[src/rtl/mult_add_pkg.sv]
// Shared types and width helpers for the sequential multiply-add unit.
package mult_add_pkg;

    // Control states: wait for start, shift-add one bit per clock, pulse done.
    typedef enum logic [1:0] {
        IDLE = 2'd0,
        RUN  = 2'd1,
        DONE = 2'd2
    } state_e;

    // Width of the bit counter, which runs 0..w-1.
    function automatic int cnt_width(input int w);
        return (w <= 2) ? 1 : $clog2(w);
    endfunction

endpackage

[src/rtl/mult_add_if.sv]
// Handshake and operand bus of the sequential multiply-add unit.
// Handshake: the master raises start with Q_in/B_in/R_in valid; the unit
// accepts only while busy is low (IDLE), latches the operands on that edge and
// raises busy. Once busy is high, start and the operand inputs are ignored.
// When the result is ready, done pulses for exactly one cycle with P valid.
// P then holds its value until the next accepted start.
import mult_add_pkg::*;

interface mult_add_if #(
    parameter int W = 7
);
    logic           start;
    logic [W-1:0]   Q_in;
    logic [W-1:0]   B_in;
    logic [W-1:0]   R_in;
    logic [2*W-1:0] P;
    logic           busy;
    logic           done;
    state_e         state_dbg;

    modport master (
        output start, Q_in, B_in, R_in,
        input  P, busy, done, state_dbg
    );

    modport slave (
        input  start, Q_in, B_in, R_in,
        output P, busy, done, state_dbg
    );
endinterface

[src/rtl/mult_add_secuencial.sv]
// Sequential shift-add multiplier-accumulator: P = Q*B + R.
// One multiplier bit is consumed per clock; the run length is always W cycles,
// independent of the operand values.
import mult_add_pkg::*;

module mult_add_secuencial #(
    parameter int W = 7
) (
    input  logic       clk,
    input  logic       rst,
    mult_add_if.slave  bus
);

    localparam int CNT_W = cnt_width(W);
    localparam logic [CNT_W-1:0] LAST_CNT = CNT_W'(W - 1);

    state_e           state_q;
    logic [W-1:0]     q_q;
    logic [2*W-1:0]   b_sh_q;
    logic [2*W-1:0]   acc_q;
    logic [2*W-1:0]   acc_d;
    logic [CNT_W-1:0] cnt_q;
    logic [2*W-1:0]   p_q;
    logic             busy_q;
    logic             done_q;

    // Conditional add of the shifted multiplicand for the current multiplier bit.
    // The result fits in 2W bits for all operands, so no carry-out is kept.
    always_comb begin
        acc_d = acc_q;
        if (q_q[0]) begin
            acc_d = acc_q + b_sh_q;
        end
    end

    // Control FSM and datapath registers; outputs are registered here too.
    always_ff @(posedge clk) begin
        if (rst) begin
            state_q <= IDLE;
            q_q     <= '0;
            b_sh_q  <= '0;
            acc_q   <= '0;
            cnt_q   <= '0;
            p_q     <= '0;
            busy_q  <= 1'b0;
            done_q  <= 1'b0;
        end else begin
            case (state_q)
                IDLE: begin
                    done_q <= 1'b0;
                    if (bus.start) begin
                        q_q     <= bus.Q_in;
                        b_sh_q  <= {{W{1'b0}}, bus.B_in};
                        acc_q   <= {{W{1'b0}}, bus.R_in};
                        cnt_q   <= '0;
                        busy_q  <= 1'b1;
                        state_q <= RUN;
                    end
                end
                RUN: begin
                    acc_q  <= acc_d;
                    b_sh_q <= b_sh_q << 1;
                    q_q    <= q_q >> 1;
                    cnt_q  <= cnt_q + CNT_W'(1);
                    if (cnt_q == LAST_CNT) begin
                        p_q     <= acc_d;
                        done_q  <= 1'b1;
                        state_q <= DONE;
                    end
                end
                DONE: begin
                    done_q  <= 1'b0;
                    busy_q  <= 1'b0;
                    state_q <= IDLE;
                end
                default: begin
                    done_q  <= 1'b0;
                    busy_q  <= 1'b0;
                    state_q <= IDLE;
                end
            endcase
        end
    end

    assign bus.P         = p_q;
    assign bus.busy      = busy_q;
    assign bus.done      = done_q;
    assign bus.state_dbg = state_q;

endmodule

[src/flat_wrapper.sv]
// flat-port wrapper written by rule: the top's interface ports become plain ports
module mult_add_secuencial_flat 
#(
    parameter int W = 7
)
  (clk, rst, bus_start, bus_Q_in, bus_B_in, bus_R_in, bus_P, bus_busy, bus_done, bus_state_dbg);
  mult_add_if #(.W(W)) bus_i ();
  input  logic clk;
  input  logic rst;
  input wire logic [$bits(bus_i.start)-1:0] bus_start;
  input wire logic [$bits(bus_i.Q_in)-1:0] bus_Q_in;
  input wire logic [$bits(bus_i.B_in)-1:0] bus_B_in;
  input wire logic [$bits(bus_i.R_in)-1:0] bus_R_in;
  output wire logic [$bits(bus_i.P)-1:0] bus_P;
  output wire logic [$bits(bus_i.busy)-1:0] bus_busy;
  output wire logic [$bits(bus_i.done)-1:0] bus_done;
  output wire logic [$bits(bus_i.state_dbg)-1:0] bus_state_dbg;
  assign bus_i.start = bus_start;
  assign bus_i.Q_in = bus_Q_in;
  assign bus_i.B_in = bus_B_in;
  assign bus_i.R_in = bus_R_in;
  assign bus_P = bus_i.P;
  assign bus_busy = bus_i.busy;
  assign bus_done = bus_i.done;
  assign bus_state_dbg = bus_i.state_dbg;
  mult_add_secuencial #(.W(W)) u_core (.clk(clk), .rst(rst), .bus(bus_i));
endmodule
[config.mk]
export PLATFORM = sky130hd
export DESIGN_NAME = mult_add_secuencial_flat
export DESIGN_NICKNAME = d
export VERILOG_FILES = /design/src/rtl/mult_add_pkg.sv /design/src/rtl/mult_add_if.sv /design/src/rtl/mult_add_secuencial.sv /design/src/flat_wrapper.sv
export SDC_FILE = /design/constraint.sdc
export NUM_CORES = 1
export LEC_CHECK = 0
export BUFFER_PORTS_ARGS = -buffer_cell sky130_fd_sc_hd__buf_4
export CORE_MARGIN = 5
export CORE_UTILIZATION = 35
export DETAILED_ROUTE_END_ITERATION = 12
export PLACE_DENSITY = 0.59
export SLEW_MARGIN = 10
export SYNTH_ARGS = -nofsm -noshare
export SYNTH_HDL_FRONTEND = slang
export SYNTH_SLANG_ARGS = --single-unit
[constraint.sdc]
create_clock -name clk -period 2.8 [get_ports clk]
set_clock_uncertainty 0.1 [all_clocks]
set_input_delay 0.56 -clock clk [delete_from_list [all_inputs] [get_ports clk]]
set_output_delay 0.56 -clock clk [all_outputs]
set_load 0.1 [all_outputs]
**Word level (Yosys, flattened, before mapping)**

Cells that the tools add are included.

- Register bits: 56
- Bits in latches: 0
- Bits in writable memories: 0
- ROM bits: 0
- Bits of input ports: 24
- Output and inout bits: 18
- Logic and storage cells: 36
- Memories: 0

- Add/sub/neg operators: 2
- Multiply operators: 0
- Div/mod/pow operators: 0
- Order comparisons: 0
- Equality and inequality tests: 4
- Shift-type cells: 0
- Multiplexer cells: 14
- Bitwise logic cells: 1
- Reduce and logical (&&, ||, !) cells: 7

Operators by type and width:

| cell | number |
|---|---|
| 14-bit case mux with 2 select lines | 2 |
| 14-bit 2-to-1 mux | 3 |
| 14-bit adder | 1 |
| 7-bit case mux with 2 select lines | 1 |
| 2-bit AND reduction | 4 |
| 7-bit 2-to-1 mux | 1 |
| 3-bit case mux with 2 select lines | 1 |
| 2-bit 2-to-1 mux | 2 |
| 2-bit case mux with 2 select lines | 1 |
| 3-bit by 1-bit adder with 3-bit output (second input constant) | 1 |
| 3-bit == test (second input constant) | 1 |
| 3-bit 2-to-1 mux | 1 |
| 2-bit by 1-bit == test with 1-bit output (second input constant) | 1 |
| 2-bit logical NOT | 1 |
| 2-bit by 1-bit inequality test with 1-bit output (second input constant) | 1 |
| 2-bit inequality test (second input constant) | 1 |
| 1-bit case mux with 2 select lines | 1 |
| 2-bit nonzero test | 1 |
| 2-bit OR reduction | 1 |
| 1-bit 2-to-1 mux | 1 |
| 1-bit inverter | 1 |

**Depth between registers and ports, before layout**

- Depth in word-level cells: 3
- Gate-level depth with buffers: 9
- Gate-level depth less buffers: 9

**Worst setup path after synthesis**

Ideal clock, no wire load.

- Kind: reg-to-reg
- Start point: register u_core.state_q[0], in the netlist u_core.bus.state_dbg[0]
- End point: register u_core.b_sh_q[0]
- Library setup time: 0.117 ns
- Arrival time: 2.271 ns
- Data required time: 2.583 ns
- Path slack: 0.312 ns
- Cell stages (with the launch flop): 8
- Path buffers: 3
- Period minus slack after synthesis: 2.488 ns
- Cell sequence: dfxtp_1 > buf_2 > nor2_1 > nor2_1 > clkbuf_1 > nor2_1 > clkbuf_1 > a22o_1

- Word-level cells in the longest chain between the ends: 3
- Elaborated cells between the ends (all ways): 6
- Those cells by class: 2 x eq/ne; 1 x mux; 3 x reduce/logical

RTL lines:

| what | RTL line | RTL |
|---|---|---|
| from (decl) | mult_add_secuencial.sv:17 | `state_e state_q;` |
| from (signal assigned) | mult_add_secuencial.sv:39 | `state_q <= IDLE;` |
| from (signal assigned) | mult_add_secuencial.sv:57 | `state_q <= RUN;` |
| from (signal assigned) | mult_add_secuencial.sv:68 | `state_q <= DONE;` |
| 2-bit by 1-bit == test with 1-bit output / 2-bit logical NOT (equally long branches) | mult_add_secuencial.sv:48 | `case (state_q)` |
| 2-bit nonzero test (no line) / 2-bit inequality test (equally long branches) | n/a |  |
| 2-bit AND reduction (no line) | n/a |  |
| to (signal assigned) | mult_add_secuencial.sv:53 | `b_sh_q <= {{W{1'b0}}, bus.B_in};` |
| to (signal assigned) | mult_add_secuencial.sv:62 | `b_sh_q <= b_sh_q << 1;` |
| to (decl) | mult_add_secuencial.sv:19 | `logic [2*W-1:0] b_sh_q;` |

Parallel ways exist; a longest one is shown, timed or not.
A chain may end at the register's enable or synchronous reset.

**Final worst setup path**

- Start point: register u_core.acc_q[0]
- End point: register u_core.p_q[12], in the netlist u_core.bus.P[12]

- Word-level cells in the longest chain between the ends: 2

RTL lines:

| what | RTL line | RTL |
|---|---|---|
| from (decl) | mult_add_secuencial.sv:20 | `logic [2*W-1:0] acc_q;` |
| from (signal assigned) | mult_add_secuencial.sv:54 | `acc_q <= {{W{1'b0}}, bus.R_in};` |
| 14-bit adder | mult_add_secuencial.sv:32 | `acc_d = acc_q + b_sh_q;` |
| 14-bit 2-to-1 mux | mult_add_secuencial.sv:31 | `if (q_q[0]) begin` |
| to (signal assigned) | mult_add_secuencial.sv:44 | `p_q <= '0;` |
| to (signal assigned) | mult_add_secuencial.sv:66 | `p_q <= acc_d;` |
| to (decl) | mult_add_secuencial.sv:23 | `logic [2*W-1:0] p_q;` |

Every way passes these cells.

==> metrics <==
synthesis-to-finish area growth 19.79%; WP data required 2.91 ns; CP Depth 9; share of the synthesized area in the top cell type 40.31%; Worst IR Drop VDD 0.0002054 V; Die Height 99.15 um; ys async rst share 0%; Die ar. 0.009830 mm^2; CTS Root Cell clkbuf_8; Gate power share 20.2%; first-pass GRT wire length 12160 um; type of origin of the critical path register; dpl ws 0.3412 ns; Leakage Power 1.462 nW; DR vias/cell 5.356; Synth Register Bits 56; Seq pwr share 52.2%; simple-gate area share of the yosys netlist 17.50%; Post-Synth Adder-Cell Area 7.467%; commonest non-fill, non-tap cell in the layout dfxtp_1; synthesized area per cell 8.747 um^2; largest family of logic cells by synthesized area compound AO/OA/AOI/OAI gates; Inserted Diodes 0; synth warn 0; number of flops mapped to enable cells by yosys 0; setup_tns 0 ns; mux contribution to synthesized area 3.104%; Seq/Total Area, Yosys 40.31%; switching share of power 31.10%; antenna violations before repair 0; Antenna Violating Nets Remaining 0; reg2reg start u_core.acc_q[0]; arrival time worst endpoint 2.59 ns; Max Fclk 402.8 MHz; post-CTS resize count 0; post-synthesis instance area 0.002781 mm^2; worst path cell trace ha_1, fa_1, a21o_1, a21oi_1, o21ai_0, nand4_1, a21oi_1, xor2_1, a211o_1; drt drc 0; 1st-iter DRT viols 127; Worst-Margin Slew 1.168 ns; All-Layer GR Usage 15.35%; Gate Count Post-Synth 318; endpoints failing setup 0; CP top delay family compound AO/OA/AOI/OAI gates; type of the worst setup path reg2reg; RSZ-0062 raised after global routing no; CTS Buf Count 5; post-DP HPWL 5383 um; most frequent CP cell a21oi_1; Crit Path Max Fanout 4; R2R Setup Slk 0.32 ns; routability cong. 0.8787; Worst Hold Class in2reg; setup ws final 0.3174 ns; compound-gate portion of the synthesized area 24.92%; period utilization 88.66%; Cell Pwr Density 499.5 mW/mm^2; reg2reg end u_core.bus.P[12]; Die Width 99.15 um; Hold Path Cell Cnt 3; CTS tree yes; max-slew violation count 0; cell internal pwr 1.147 mW; final net count 401; core area 0.007727 mm^2; vias in the first global route 2332; CP Capture Type register; xor/xnor share of the synthesized area 3.464%; Layout fillers 784; Starting Density 35.99%; Setup Fix Bufs, Post-CTS 0; largest net degree at the start of global routing 26; Detailed Routing Iterations Pass 1 4; Hold Path End u_core.b_sh_q[6]; NetSw 0.5177 mW; Clock Sinks 56; largest stage delay on the critical path 0.41 ns; WL final 7195 um; share of cells above drive strength 1 19.34%; fin crit period 2.483 ns; clock-pin slew on the worst setup and hold paths 0.10 ns; average wire per standard cell 15.51 um; max_cap viols 0; CP bufs+invs 0; most frequent cells in the layout dfxtp_1 (56), buf_4 (53), nor2_1 (48), nand2_1 (26), a21oi_1 (22); CTS max path bufs 2; top post-synthesis cells by area dfxtp_1 (40%), ha_1 (6.7%), nor2_1 (6.5%); via count 2485; Rows 32; Clk network pwr share 27.7%; min-delay src bus_B_in[6]; Unique masters post-synth 43; boundary pin count 42; Reg2Reg Depth 9; status finished clean; Slowest-stage cell, CP fa_1; worst skew pair latency 0.31 ns; grt ovf 0; Max-slew headroom 21.86%; cell taking the most area after synthesis dfxtp_1; number of port buffers 41; Most used DFF post-synth dfxtp_1; hold buffer count at CTS 0; Hold Vio Cnt, Final 0; syn nets 358; htree depth 2
[cell type report]
cell class              count  area (um^2)  share of cell area (%)
multi-input cells         239         1570                   47.13
flip-flops and latches     56         1121                   33.65
well taps                 102        127.6                   3.830
clock buffers               5        68.82                   2.065
inverters                   6        22.52                  0.6759
repair buffers             53        397.9                   11.94
clock inverters             3        23.77                  0.7135
[power by group through the flow]
stage / sequential, mW / clock (mW) / combinational [mW]
floorplan: 0.900 / 0 / 0.207
global placement: 0.886 / 0 / 0.330
detailed placement: 0.886 / 0 / 0.333
CTS: 0.868 / 0.475 / 0.335
global route: 0.875 / 0.506 / 0.371
finish: 0.868 / 0.461 / 0.336
[worst min-delay path: stages]
cell and delay, ns:
buf_4 0.08, a222oi_1 0.05, inv_1 0.05
[flip-flops by register name (all words and copies together), names as in the netlist]
signal and flops:
u_core.acc_q 14, u_core.b_sh_q 14, u_core.bus.P 14, u_core.bus.busy 1, u_core.bus.done 1, u_core.bus.state_dbg 2
u_core.cnt_q 3, u_core.q_q 7
[cell usage after synthesis, types with 2 or more instances]
| cell type | count |
|---|---|
| dfxtp_1 | 56 |
| nor2_1 | 48 |
| nand2_1 | 26 |
| a21oi_1 | 22 |
| a211oi_1 | 15 |
| ha_1 | 15 |
| a22o_1 | 14 |
| clkbuf_1 | 12 |
| o21ai_0 | 9 |
| a311oi_1 | 8 |
| a21o_1 | 7 |
| nor3_1 | 7 |
| inv_1 | 6 |
| nor2b_1 | 6 |
| xnor2_1 | 6 |
| mux2i_1 | 5 |
| xor2_1 | 5 |
| a211o_1 | 3 |
| a222oi_1 | 3 |
| a22oi_1 | 3 |
| buf_2 | 3 |
| nand2b_1 | 3 |
| nand4_1 | 3 |
| o22ai_1 | 3 |
| o32ai_1 | 3 |
| or2_2 | 3 |
| a31oi_1 | 2 |
| and3_1 | 2 |
| buf_1 | 2 |
| mux2_2 | 2 |
| nand3_1 | 2 |
| nor3b_1 | 2 |
| o21a_1 | 2 |
[worst max path at each step]
stage / from / end / slack (ns)
3_5_place_dp: u_core.acc_q[0] / u_core.bus.P[12] / 0.34
4_1_cts: u_core.acc_q[0] / u_core.bus.P[10] / 0.33
6_report: u_core.acc_q[0] / u_core.bus.P[12] / 0.32
3_3_place_gp: u_core.acc_q[0] / u_core.bus.P[12] / 0.37
5_1_grt: u_core.acc_q[0] / u_core.bus.P[10] / 0.13
2_1_floorplan: u_core.bus.state_dbg[0] / u_core.b_sh_q[0] / 0.31
[metal layers]
metal  vias up  track usage, %  wire [um]
li1       1247               -          -
met1      1180           21.91       3695
met2        52           23.50       3102
met3         6           3.015        306
met4         0           4.412         91
met5         -               0          0
[cells by family (layout without fill, tap and decap cells)]
family / after synthesis / after routing
AND/OR/NAND/NOR: 107 / 107
AO/OA/AOI/OAI: 97 / 97
flip-flops: 56 / 56
buffers and inverters: 23 / 67
adder cells (fa/ha/maj): 16 / 16
XOR/XNOR: 11 / 11
multiplexers: 8 / 8
[per-stage QoR]
step | cells | instance area (um^2) | utilization (%) | power (mW) | hold WS (ns)
after floorplan | 318 | 2781 | - | 1.107 | 0.3456
after global placement | 456 | 3239 | 41.92 | 1.216 | 0.3518
after detailed placement | 456 | 3239 | 41.92 | 1.219 | 0.3636
after CTS | 464 | 3332 | 43.12 | 1.679 | 0.3374
after global routing | 464 | 3332 | 43.12 | 1.753 | 0.3424
final | 464 | 3332 | 43.12 | 1.664 | 0.3489
(Power assumes the default switching activity.)
